===== config.mk =====
export PLATFORM = sky130hd
export DESIGN_NAME = dmem_dual_pe_arbiter
export DESIGN_NICKNAME = d
export VERILOG_FILES = /design/src/rtl/dmem_arb_pkg.sv /design/src/rtl/dmem_resp_slice.sv /design/src/rtl/dmem_dual_pe_arbiter.sv
export SDC_FILE = /design/constraint.sdc
export NUM_CORES = 1
export LEC_CHECK = 0
export BUFFER_PORTS_ARGS = -buffer_cell sky130_fd_sc_hd__buf_2
export CORE_AREA = 2 2 160 162
export CTS_CLUSTER_SIZE = 30
export DETAILED_ROUTE_END_ITERATION = 10
export DIE_AREA = 0 0 162 164
export SETUP_SLACK_MARGIN = 0.3
export SYNTH_ARGS = -nofsm -noshare
export SYNTH_HDL_FRONTEND = slang
export SYNTH_HIERARCHICAL = 1
export SYNTH_SLANG_ARGS = --single-unit

===== constraint.sdc =====
create_clock -name clk -period 3.49 [get_ports clk]
set_input_delay 0.1745 -clock clk [delete_from_list [all_inputs] [get_ports clk]]
set_output_delay 0.1745 -clock clk [all_outputs]
set_load 0.1 [all_outputs]

===== src/rtl/dmem_arb_pkg.sv =====
// Shared constants, PE indices and address-range helper for the dual-PE data memory arbiter.
package dmem_arb_pkg;

  localparam int unsigned DMEM_DEPTH = 1024;
  localparam int          DMEM_DW    = 32;
  localparam int          DMEM_AW    = 32;
  localparam int          DMEM_CNT_W = 16;

  localparam int PE0 = 0;
  localparam int PE1 = 1;

  function automatic logic in_range(input logic [DMEM_AW-1:0] addr, input int unsigned depth);
    return (addr < depth);
  endfunction

endpackage


===== src/rtl/dmem_resp_slice.sv =====
// Per-PE response register: captures rvalid/rdata/err on grant, one-cycle latency.
// No backpressure: a response is a single-cycle pulse that the PE must take.
module dmem_resp_slice
  import dmem_arb_pkg::*;
#(
  parameter int DW = DMEM_DW
) (
  input  logic          clk,
  input  logic          rst_n,
  input  logic          i_gnt,
  input  logic          i_we,
  input  logic          i_in_rng,
  input  logic [DW-1:0] i_mem_rd,
  output logic          o_rvalid,
  output logic [DW-1:0] o_rdata,
  output logic          o_err
);

  always_ff @(posedge clk or negedge rst_n) begin
    if (!rst_n) begin
      o_rvalid <= 1'b0;
      o_rdata  <= '0;
      o_err    <= 1'b0;
    end else if (i_gnt) begin
      o_rvalid <= 1'b1;
      // Writes and out-of-range accesses return zero so stale data never leaks.
      o_rdata  <= (!i_we && i_in_rng) ? i_mem_rd : '0;
      o_err    <= !i_in_rng;
    end else begin
      o_rvalid <= 1'b0;
    end
  end

endmodule


===== src/rtl/dmem_dual_pe_arbiter.sv =====
// Two-PE front end to a dual-port memory: combinational grant, same-address write hazards
// serialised by a round-robin bit; responses one cycle after grant; requests hold until granted.
module dmem_dual_pe_arbiter
  import dmem_arb_pkg::*;
#(
  parameter int unsigned DEPTH = DMEM_DEPTH,
  parameter int          DW    = DMEM_DW,
  parameter int          AW    = DMEM_AW,
  parameter int          CNT_W = DMEM_CNT_W
) (
  input  logic             clk,
  input  logic             rst,
  input  logic [1:0]       pe_req,
  input  logic [1:0]       pe_we,
  input  logic [AW-1:0]    pe0_addr,
  input  logic [AW-1:0]    pe1_addr,
  input  logic [DW-1:0]    pe0_wdata,
  input  logic [DW-1:0]    pe1_wdata,
  output logic [1:0]       pe_gnt,
  output logic [1:0]       pe_rvalid,
  output logic [DW-1:0]    pe0_rdata,
  output logic [DW-1:0]    pe1_rdata,
  output logic [1:0]       pe_err,
  output logic             mem_we1,
  output logic             mem_we2,
  output logic [AW-1:0]    mem_a1,
  output logic [AW-1:0]    mem_a2,
  output logic [DW-1:0]    mem_wd1,
  output logic [DW-1:0]    mem_wd2,
  input  logic [DW-1:0]    mem_rd1,
  input  logic [DW-1:0]    mem_rd2,
  output logic [CNT_W-1:0] conflict_cnt
);

  logic             w_rng0;
  logic             w_rng1;
  logic             w_conflict;
  logic [1:0]       w_gnt;
  logic             r_prio;
  logic [CNT_W-1:0] r_cnt;

  assign w_rng0     = in_range(pe0_addr, DEPTH);
  assign w_rng1     = in_range(pe1_addr, DEPTH);
  assign w_conflict = (&pe_req) && (pe0_addr == pe1_addr) && (|pe_we);

  // Grant is forced low while reset is held so no write can slip through.
  always_comb begin
    w_gnt = pe_req;
    if (w_conflict) begin
      w_gnt = r_prio ? 2'b10 : 2'b01;
    end
    if (!rst) begin
      w_gnt = 2'b00;
    end
  end

  assign pe_gnt  = w_gnt;
  assign mem_we1 = w_gnt[PE0] & pe_we[PE0] & w_rng0;
  assign mem_we2 = w_gnt[PE1] & pe_we[PE1] & w_rng1;
  assign mem_a1  = pe0_addr;
  assign mem_a2  = pe1_addr;
  assign mem_wd1 = pe0_wdata;
  assign mem_wd2 = pe1_wdata;

  // Priority passes to the loser so a held request wins the following cycle.
  always_ff @(posedge clk or negedge rst) begin
    if (!rst) begin
      r_prio <= 1'b0;
      r_cnt  <= '0;
    end else if (w_conflict) begin
      r_prio <= ~r_prio;
      if (r_cnt != {CNT_W{1'b1}}) begin
        r_cnt <= r_cnt + 1'b1;
      end
    end
  end

  assign conflict_cnt = r_cnt;

  dmem_resp_slice #(.DW(DW)) u_resp0 (
    .clk      (clk),
    .rst_n    (rst),
    .i_gnt    (w_gnt[PE0]),
    .i_we     (pe_we[PE0]),
    .i_in_rng (w_rng0),
    .i_mem_rd (mem_rd1),
    .o_rvalid (pe_rvalid[PE0]),
    .o_rdata  (pe0_rdata),
    .o_err    (pe_err[PE0])
  );

  dmem_resp_slice #(.DW(DW)) u_resp1 (
    .clk      (clk),
    .rst_n    (rst),
    .i_gnt    (w_gnt[PE1]),
    .i_we     (pe_we[PE1]),
    .i_in_rng (w_rng1),
    .i_mem_rd (mem_rd2),
    .o_rvalid (pe_rvalid[PE1]),
    .o_rdata  (pe1_rdata),
    .o_err    (pe_err[PE1])
  );

endmodule

# After elaboration in Yosys (flattened, before gate mapping)
# Index checks and enable logic that the tools add are counted.
dict set report word_totals {
  out_inout_bits 216
  ff_bits 85
  wordCells 36
  input_bits 198
}
dict set report classes {
  n_mux 7
  reduce_logical 11
  n_eq_ne 2
  n_bitwise 5
  addsub 1
  magnitude_cmp 2
}
# op n
set op_table {}
lappend op_table {{$lt 32x11->1 const B} 2}
lappend op_table {{$mux 32} 2}
lappend op_table {{$eq 32x32->1} 1}
lappend op_table {{$add 16x1->16 const B} 1}
lappend op_table {{$ne 16x16->1 const B} 1}
lappend op_table {{$mux 2} 3}
lappend op_table {{$and 1x1->1} 4}
lappend op_table {{$logic_and 1x1->1} 4}
lappend op_table {{$logic_not 1->1} 4}
lappend op_table {{$reduce_and 2->1} 2}
lappend op_table {{$mux 1} 2}
lappend op_table {{$reduce_or 2->1} 1}
lappend op_table {{$not 1->1} 1}

# Logic depth before layout (Yosys ltp)
# Gate-level depths: netlist of run 1.
dict set report depth {
  word_depth 7
  ltp_mapped 10
  depth_no_buf 8
}

# Hierarchy
# The synthesis of run 1 kept the hierarchy.
# module cells_each seq_area_each_um2 n_inst area_per_inst_um2
set modules_own_cells {}
lappend modules_own_cells {dmem_resp_slice 143 850.8 2 1380.1}
lappend modules_own_cells {dmem_dual_pe_arbiter 295 425.4 1 2427.3}

# Least setup slack after synthesis of run 1
# No wires, ideal clock.
dict set report synth_path {
  path_kind {input port to output port}
  start {in pe0_addr[12]}
  end {out mem_we2}
  required_ns 3.316
  setup_slack_ns 0.068
  cell_stages 6
  t_arrival_ns 3.247
  path_buffers 0
  path_cell_list {xor2_1 -> nor4_1 -> nand4_1 -> nor4_4 -> a21oi_1 -> and3_1}
}
dict set report synth_between {
  elab_chain_cells 7
}
# element line
set synth_lines {}
lappend synth_lines {{from (decl)} dmem_dual_pe_arbiter.sv:15} ;# input logic [AW-1:0] pe0_addr,
lappend synth_lines {{$eq 32x32->1} dmem_dual_pe_arbiter.sv:44} ;# assign w_conflict = (&pe_req) && (pe0_addr == pe1_addr) && (|pe_we);
lappend synth_lines {{$logic_and 1x1->1 (2 in a row)} dmem_dual_pe_arbiter.sv:44}
lappend synth_lines {{$mux 2} dmem_dual_pe_arbiter.sv:49} ;# if (w_conflict) begin
lappend synth_lines {{$mux 2} dmem_dual_pe_arbiter.sv:52} ;# if (!rst) begin
lappend synth_lines {{named net pe_gnt[1]} dmem_dual_pe_arbiter.sv:19} ;# output logic [1:0] pe_gnt,
lappend synth_lines {{$and 1x1->1 (2 in a row)} dmem_dual_pe_arbiter.sv:59} ;# assign mem_we2 = w_gnt[PE1] & pe_we[PE1] & w_rng1;
lappend synth_lines {{to (decl)} dmem_dual_pe_arbiter.sv:25} ;# output logic mem_we2,
# The timed path passes the listed nets, and every way through them passes these cells.

# Final worst setup path of run 1
dict set report layout_path {
  start {in pe0_addr[21]}
  end {out pe_gnt[0]}
}
dict set report layout_between {
  elab_chain_cells 5
}
# element line
set layout_lines {}
lappend layout_lines {{$eq 32x32->1} dmem_dual_pe_arbiter.sv:44}
lappend layout_lines {{$logic_and 1x1->1 (2 in a row)} dmem_dual_pe_arbiter.sv:44}
lappend layout_lines {{$mux 2} dmem_dual_pe_arbiter.sv:49}
lappend layout_lines {{$mux 2} dmem_dual_pe_arbiter.sv:52}
lappend layout_lines {{to (decl)} dmem_dual_pe_arbiter.sv:19}
# No other way between the ends.

==> metrics.yaml, run 1 <==
r2r.worst_path.cells: 6
antenna_left: 0
place_area_um2: 6030
setup_tns_ns: 0
cts_buffer_depth: 2
powerDensity_nw_per_um2: 410
critPathMaxFanout: 67
finish.utilization: 0.256
fillerInstances: 2724
htree_levels: 3
io_pins: 414
max_slew.worst_pin.slew_ns: 0.845
dp_hpwl_mm: 12.2
place_ws_ns: 0.681
hp-class: "input port to register"
syn_area_per_cell_um2: 8.93
yosysWarnings: 6
design_area_um2: 6360
gp_congestion: 0.830
critPathBufInv: 4
crit_required_ns: 3.32
grt_util_met2: 0.191
ys_top_cells_by_area: "dfrtp_1 (41%), buf_4 (19%), o22ai_1 (7.7%), inv_1 (5.1%), nand2_1 (5.1%)"
final_cells: 1070
grt_pass1_vias: 4030
critPathLaunchType: "input port"
dr.first_iter.drc_count: 262
cts_buffers: 9
cts_num_sinks: 85
cpMaxStageDelayCell: "nor4_4"
track_usage: 0.113
post_cts_resized: 0
hold_violations: 0
first_pass_iters: 4
cts.root.buffer_cell: "clkbuf_16"
relSlewSlack: 0.437
setup_ws_ns: 0.705
synth_top_area_share: 0.410
fin_skew_ns: 0.0112
synth_most_common_cell: "buf_4"
postCtsSetupBuffers: 0
worstSkewPairLatency_ns: 0.34
status: "completed"
ys_ff_latch: 85
cp_num_cells: 10
synth_area_leader_cell: "dfrtp_1"
grt_pass1_wl_mm: 22.9
dp.cells: 1053
multi_input_area_um2: 1710
die_w_um: 162
netlist_area_um2: 5190
grt_util_met3: 0.0346
die_y_um: 164
cellLeakagePower_nw: 3.20
synth_ff_type: "dfrtp_1"
dieArea_um2: 26600
wl_mm: 15.5
grt_util_met1: 0.134
via_count: 4326
start_util: 0.209
min_path_cells: 3
grt_max_degree: 68
yosys.cell_types.count: 31
drv_slew: 0
crit_path_max_incr_delay_ns: 0.49
synth-edff-count: 0
path_class: "input port to output port"
fin_nets: 934
peakVddDrop_v: 0.000191
drive_gt1_frac: 0.428
fin_crit_sh: 0.798
grt_setup_unrepaired: "no"
maxCapViolations: 0
critPathTopFamily: "simple AND/OR/NAND/NOR gates"
seq_area_um2: 2130
ctsHoldBuffers: 1
worstPathCellList: "buf_2 > xor2_1 > nor4_1 > buf_4 > nand4_1 > nor4_4 > mux2_4 > and2_2 > buf_12 > buf_12"
end_kind: "output port"
async_flop_share: 1.00
top_usage_layer: "met2"
ys_top_cells_by_count: "buf_4 (133), dfrtp_1 (85), inv_1 (70), nand2_1 (70), o22ai_1 (64)"
wl_per_cell_um: 14.5
max_freq_mhz: 359
min_period_ns: 2.79
arrival_ns: 2.61
cts.reportedPaths.clkPinSlew_ns: 0.07
ys_seq_area_frac: 0.410
areaGrowthSynthToFinish_pct: 22.7
via_per_inst: 4.04
antenna_found_initial: 0
drcViolationCount: 0
core_um2: 24800
port_buffers: 285
diodes: 0
synth_nets: 780
grt-ovfl-total: 0
rows: 58
cpMostUsedCell: "buf_12"
finalSetupViolCount: 0
cts_tree: "done"
syn_inst: 581
-- metal layers --
| metal | share of wire | up-vias |
|---|---|---|
| li1 | - | 2116 |
| met1 | 0.42 | 1962 |
| met2 | 0.48 | 223 |
| met3 | 0.082 | 25 |
| met4 | 0.023 | 0 |
| met5 | 0 | - |
-- layout make-up --
class,count,share of cell area
clock buffers,11,0.0381
clock inverters,5,0.0130
inverters,70,0.0413
multi-input cells,275,0.269
flip-flops and latches,85,0.334
well taps,330,0.0649
repair buffers,294,0.240
-- per-stage QoR --
stage	power (W)	hold slack, ns
CTS	0.00266	0.0457
detailed placement	0.00158	0.0930
finish	0.00261	0.0684
global placement	0.00158	0.0948
global route	0.00273	0.0523
floorplan	0.00180	-0.121
-- power by group --
group	switching (W)	internal [W]
sequential	0.000000277	0.000986
combinational	0.000451	0.000122
clock	0.000403	0.000650
-- final timing paths --
kind,startpoint,to,slack [ns]
worst max-delay path,pe0_addr[21],pe_gnt[0],0.70
worst min-delay path,mem_rd1[6],u_resp0/o_rdata[6],0.07
worst max register to register,conflict_cnt[1],conflict_cnt[1],1.60
worst min register to register,conflict_cnt[10],conflict_cnt[10],0.51
max in group asynchronous,rst,conflict_cnt[3],2.06
min in group asynchronous,rst,u_resp0/o_rdata[17],0.27
-- registers in the layout, indices dropped and copies added, names as in the netlist --
register          count
u_resp0/o_rdata      32
u_resp1/o_rdata      32
conflict_cnt         16
r_prio                1
u_resp0/o_err         1
u_resp0/o_rvalid      1
u_resp1/o_err         1
u_resp1/o_rvalid      1
-- placed cells by master (no fill, tap or decap), types with 2 or more instances in the layout --
cell	synthesis	final
nand2_1	70	70
nor3_1	4	4
buf_2	15	283
nand2b_4	2	2
dfrtp_1	85	85
nor2_1	7	7
nor4_1	17	17
bufinv_16	0	2
xor2_1	25	25
buf_12	0	2
nor2b_1	8	8
a2111oi_0	2	2
mux2_2	2	2
or4_1	2	2
and3_1	10	10
nand4_1	17	17
xnor2_1	18	18
clkbuf_16	0	9
o22ai_1	64	64
and4_1	4	4
buf_4	133	8
nand3_1	12	12
inv_1	70	70
mux2i_1	2	2
-- tightest hold or removal path, stage by stage --
cell     delay (ns)
buf_2          0.10
nand2_1        0.05
o22ai_1        0.05
-- cell families (layout without fill, tap and decap cells) --
kind of cell | after synthesis | count (layout) | share of synthesized area
AOI/OAI and AO/OA | 68 | 68 | 0.0830
and+or+nand+nor | 158 | 158 | 0.158
DFF | 85 | 85 | 0.410
adders and majority gates | 1 | 1 | 0.00241
muxes | 5 | 5 | 0.0111
xor gates and xnor gates | 43 | 43 | 0.0726
buffers and inverters | 221 | 380 | 0.263
(Power assumes the default switching activity.)
==> run 2: changes to the inputs <==
clock period = 2.5 ns   (was 3.49 ns; I/O delays follow)
==> run 2 against run 1 <==
- non-clock buffer count is 18 higher
- register-to-register slack got worse by 0.98 ns
- sequential power is 40% higher
- hold slack lost 0.048 ns
- final cell count increased by 2.0%
- critical path depth shrank 2
- via count grew 5.0%
- die area is the same
- final area rose by 4.9%
- first-iteration DRC count is 15% lower
- critical path type unchanged
==> metrics.yaml, run 2 (synthesis results as in run 1) <==
cpMaxStageDelayCell: "nor4_1"  # was nor4_4
status: "completed"  # unchanged
layout.cells.most_common: "buf_2"  # unchanged
crit_path_max_incr_delay_ns: 0.41  # was 0.49 ns
arrival_ns: 1.96  # was 2.61 ns
via_per_inst: 4.16  # was 4.04
dp_hpwl_mm: 12.3  # was 12.2 mm
crit_required_ns: 2.38  # was 3.32 ns
track_usage: 0.120  # was 0.113
hold_violations: 0  # unchanged
dieArea_um2: 26600  # unchanged
power_w: 0.00362  # was 0.00261 W
maxCapViolations: 0  # unchanged
critPathTopFamily: "simple AND/OR/NAND/NOR gates"  # unchanged
critPathMaxFanout: 4  # was 67
cts_tree: "done"  # unchanged
max_slew.worst_pin.slew_ns: 0.531  # was 0.845 ns
finalSetupViolCount: 0  # unchanged
fin_nets: 954  # was 934
grt_max_degree: 85  # was 68
antenna_left: 0  # unchanged
wl_mm: 16.5  # was 15.5 mm
max_freq_mhz: 480
top_layer: "met4"  # unchanged
worstSkewPairLatency_ns: 0.33  # was 0.34 ns
dr_wl_met3_mm: 1.14  # was 1.28 mm
grt_setup_unrepaired: "no"  # unchanged
cts_buffers: 9  # unchanged
grt_pass1_vias: 4356  # was 4030
start_util: 0.209  # unchanged
cts_num_sinks: 85  # unchanged
end_kind: "output port"  # unchanged
drive_gt1_frac: 0.457  # was 0.428
drv_slew: 0  # unchanged
final_cell_mix: "buf_2 (277), dfrtp_1 (77), inv_1 (70), nand2_1 (70), o22ai_1 (64)"  # was buf_2 (283), dfrtp_1 (85), inv_1 (70), nand2_1 (70), o22ai_1 (64)
dr_wl_met2_mm: 8.20  # was 7.38 mm
io_pins: 414  # unchanged
relSlewSlack: 0.648  # was 0.437
critPathLaunchType: "input port"  # unchanged
fin_skew_ns: 0.00534  # was 0.0112 ns
cts.root.buffer_cell: "clkbuf_16"  # unchanged
antenna_found_initial: 1  # was 0
dr.first_iter.drc_count: 224  # was 262
worstPathCellList: "buf_2 > buf_4 > nor4_1 > nand4_1 > nor4_1 > buf_4 > and3_4 > buf_12"  # was buf_2 > xor2_1 > nor4_1 > buf_4 > nand4_1 > nor4_4 > mux2_4 > and2_2 > buf_12 > buf_12
grt-ovfl-total: 0  # unchanged
cellLeakagePower_nw: 3.31  # was 3.20 nW
die_w_um: 162  # unchanged
via_count: 4541  # was 4326
cts.reportedPaths.clkPinSlew_ns: 0.07  # about the same
rows: 58  # unchanged
peakVddDrop_v: 0.000252  # was 0.000191 V
wl_met1_mm: 6.70  # was 6.46 mm
path_class: "input port to output port"  # unchanged
areaGrowthSynthToFinish_pct: 28.7  # was 22.7%
grt_pass1_wl_mm: 24.4  # was 22.9 mm
hp-class: "input port to register"  # unchanged
wl_per_cell_um: 15.1  # was 14.5 um
first_pass_iters: 4  # unchanged
min_period_ns: 2.08
powerDensity_nw_per_um2: 542  # was 410 nW/um^2
fin_crit_sh: 0.833
htree_levels: 3  # unchanged
dp.cells: 1060  # was 1053
core_um2: 24800  # unchanged
port_buffers: 285  # unchanged
cts_buffer_depth: 2  # unchanged
critPathBufInv: 4  # unchanged
drcViolationCount: 0  # unchanged
die_y_um: 164  # unchanged
final_cells: 1091  # was 1070
gp_congestion: 0.808  # was 0.830
==> run 2: cell types whose count changed in the layout (fill, tap and decap cells not counted), sizes merged <==
cell / delta
inv: -1
bufinv: -1
dlygate4sd3: +3
bufbuf: +2
and2: +2
clkbuf: +2
clkinv: -2
buf: +13
diode: +1
clkinvlp: +2
==> run 2: layout make-up <==
cell class / instances / area (um^2)
flip-flops and latches: 85 / 2140
multi-input cells: 277 / 1760
clock inverters: 3 / 45.0
fillers: 2702 / 18100
diodes: 1 / 2.50
well taps: 330 / 413
repair buffers: 312 / 1800
inverters: 70 / 263
clock buffers: 13 / 260
==> run 2: what timing repair did <==
item,4_1_cts,5_1_grt
pin swaps,7,3
hold buffers,4,0
setup endpoints to repair,37,55
resized for setup,7,3
buffers inserted,5,1
hold endpoints to repair,88,0
cloned,4,0
==> run 2: layer usage <==
layer | track usage | vias up
met3 | 0.0298 | 27
met1 | 0.140 | 2129
li1 | - | 2158
met5 | 0 | -
met4 | 0.0527 | 0
met2 | 0.209 | 227
==> run 2: metrics by stage <==
stage	setup TNS, ns	setup WS, ns	hold slack [ns]	utilization	area (um^2)
final	0	0.417	0.0201	0.269	6680
after CTS	0	0.205	0.000188	0.268	6650
after global placement	-2.26	-0.117	-0.0481	0.248	6150
after floorplan	0	0.279	-0.171	-	5210
after global routing	0	0.325	0.00854	0.269	6680
after detailed placement	-3.50	-0.142	-0.0481	0.248	6150
==> run 2: power breakdown <==
part	total, W	switching, W	internal [W]
sequential	0.00138	0.000000320	0.00138
combinational	0.000862	0.000655	0.000208
clock	0.00138	0.000548	0.000830
==> run 2: path summary, 6_finish.rpt <==
path / end / from / slack, ns / cells past startpoint
max in group asynchronous: conflict_cnt[3] / rst / 1.63 / 3
hold reg to reg: conflict_cnt[7] / conflict_cnt[7] / 0.50 / 1
hold / removal: u_resp1/o_rdata[15] / mem_rd2[15] / 0.02 / 3
min in group asynchronous: r_prio / rst / 0.16 / 2
setup / recovery: mem_we2 / pe1_addr[29] / 0.42 / 8
setup reg to reg: conflict_cnt[1] / conflict_cnt[0] / 0.62 / 6
==> run 2: worst register-to-register path: cells and delay by family, from the launching register on <==
family | cells | cell delay [ns]
AND/OR/NAND/NOR | 4 | 0.79
multiplexers | 1 | 0.34
adder cells (fa/ha/maj) | 1 | 0.24
flip-flops | 1 | 0.40
==> run 3: changes to the inputs <==
clock period = 1.9 ns   (was 2.5 ns; I/O delays follow)
==> run 3 against run 2 <==
- the run now ends with negative setup slack left
- clock-buffer cell count is 2 lower
- clock power up 43%
- sequential power rose by 31%
- global-route usage increased by 1.8 points
- final area rose by 34%
- sequential share of layout area fell by 7.6 points
- final cell count rose by 12%
- wire length increased by 19%
- hold slack worse by 0.0021 ns
- critical path depth grew 3
==> metrics.yaml, run 3 (synthesis results as in run 1) <==
status: "complete, but fails checks"  # was completed
violations: "negative setup slack"
cellLeakagePower_nw: 4.28  # was 3.31 nW
start_util: 0.209  # unchanged
setup_ws_ns: -0.225  # was 0.417 ns
worstSkewPairLatency_ns: 0.34  # was 0.33 ns
dieArea_um2: 26600  # unchanged
max_slew.worst_pin.slew_ns: 0.537  # was 0.531 ns
cts_num_sinks: 85  # unchanged
seq_area_um2: 2170  # was 2140 um^2
startpoint: "pe0_addr[22]"  # was pe1_addr[29]
critPathMaxFanout: 2  # was 4
core_um2: 24800  # unchanged
powerDensity_nw_per_um2: 589  # was 542 nW/um^2
areaGrowthSynthToFinish_pct: 71.9  # was 28.7%
gp_congestion: 0.845  # was 0.808
finish.utilization: 0.359  # was 0.269
via_count: 5129  # was 4541
max_freq_mhz: 471
grt_pass1_vias: 4983  # was 4356
dp_hpwl_mm: 13.3  # was 12.3 mm
r2r_start: "conflict_cnt[3]"  # was conflict_cnt[0]
place_area_um2: 6760  # was 6150 um^2
final_cell_mix: "buf_2 (272), buf_4 (71), inv_1 (70), dfrtp_1 (69), dlygate4sd3_1 (52)"  # was buf_2 (277), dfrtp_1 (77), inv_1 (70), nand2_1 (70), o22ai_1 (64)
peakVddDrop_v: 0.000387  # was 0.000252 V
drv_slew: 0  # unchanged
grt-ovfl-total: 0  # unchanged
place_ws_ns: -0.608  # was -0.142 ns
cts_buffers: 9  # unchanged
path_class: "input port to output port"  # unchanged
wl_per_cell_um: 16.1  # was 15.1 um
design_area_um2: 8910  # was 6680 um^2
arrival_ns: 2.03  # was 1.96 ns
setup_tns_ns: -6.21  # was 0 ns
end_kind: "output port"  # unchanged
cts.root.buffer_cell: "clkbuf_16"  # unchanged
cts.reportedPaths.clkPinSlew_ns: 0.06  # was 0.07 ns
grt_setup_unrepaired: "yes"  # was no
grt_max_degree: 82  # was 85
via_per_inst: 4.20  # was 4.16
min_period_ns: 2.12
antenna_found_initial: 0  # was 1
cts_tree: "done"  # unchanged
io_pins: 414  # unchanged
crit_required_ns: 1.80  # was 2.38 ns
layout.cells.most_common: "buf_2"  # unchanged
hold_violations: 0  # unchanged
maxCapViolations: 0  # unchanged
die_y_um: 164  # unchanged
htree_levels: 3  # unchanged
wl_mm: 19.7  # was 16.5 mm
relSlewSlack: 0.642  # was 0.648
port_buffers: 285  # unchanged
cts_buffer_depth: 2  # unchanged
drive_gt1_frac: 0.593  # was 0.457
multi_input_area_um2: 2400  # was 1760 um^2
rows: 58  # unchanged
hold_slack_ns: 0.0180  # was 0.0201 ns
finalSetupViolCount: 53  # was 0
fin_nets: 1086  # was 954
first_pass_iters: 4  # unchanged
die_w_um: 162  # unchanged
drcViolationCount: 0  # unchanged
track_usage: 0.138  # was 0.120
grt_pass1_wl_mm: 27.7  # was 24.4 mm
critPathLaunchType: "input port"  # unchanged
hp-class: "input port to register"  # unchanged
dr.first_iter.drc_count: 328  # was 224
fin_crit_sh: 1.12
diodes: 0  # was 1
hold_start: "mem_rd1[13]"  # was mem_rd2[15]
fillerInstances: 2478  # was 2702
fin_skew_ns: 0.00691  # was 0.00534 ns
antenna_left: 0  # unchanged
run 3: path summary, 6_finish.rpt:
check / end / slack [ns] / cells past startpoint
max in group asynchronous: conflict_cnt[0] / 0.82 / 3
worst min register to register: conflict_cnt[11] / 0.51 / 1
worst max-delay path: pe_gnt[0] / -0.22 / 11
worst min-delay path: u_resp0/o_rdata[13] / 0.02 / 3
worst max register to register: conflict_cnt[12] / 0.31 / 6
min in group asynchronous: u_resp0/o_err / 0.27 / 2
run 3: repair_timing:
item / CTS / global route
gates cloned: 9 / 2
resized for setup: 66 / 90
hold endpoints to repair: 136 / 0
hold buffers: 52 / 0
setup endpoints to repair: 88 / 83
buffers inserted: 14 / 13
pin swaps: 12 / 51
run 3: metrics by stage:
stage	std cells	power, W
after floorplan	581	0.00332
after global placement	1116	0.00302
after detailed placement	1116	0.00302
after CTS	1207	0.00527
after global routing	1222	0.00548
final	1222	0.00525
run 3: layout make-up:
| class | instances | area share |
|---|---|---|
| sequential | 85 | 0.244 |
| timing repair buffer | 445 | 0.374 |
| clock buffer | 11 | 0.0284 |
| multi-input combinational | 276 | 0.269 |
| tap | 330 | 0.0463 |
| inverter | 70 | 0.0295 |
| clock inverter | 5 | 0.00912 |
run 3: routing by layer:
metal | wire length, um | up-vias | global-route usage | share of wire
met5 | 0 | - | 0 | 0
met3 | 1480 | 31 | 0.0427 | 0.075
li1 | - | 2413 | - | -
met1 | 7510 | 2446 | 0.153 | 0.38
met2 | 10300 | 239 | 0.250 | 0.52
met4 | 453 | 0 | 0.0495 | 0.023
run 3: power by group:
group          leakage, nW  internal [W]  total (W)  switching [W]
Combinational         2.98      0.000511    0.00147       0.000964
Sequential            1.14       0.00181    0.00181    0.000000584
Clock                0.162       0.00123    0.00197       0.000739
Total                 4.28       0.00355    0.00525        0.00170
run 3: critical path: stages:
cell     delay, ns
buf_8         0.10
xor2_2        0.17
nor4_2        0.28
buf_4         0.14
nand4_1       0.06
buf_4         0.16
nor4_4        0.24
mux2_4        0.34
and2_4        0.16
buf_6         0.12
buf_12        0.15
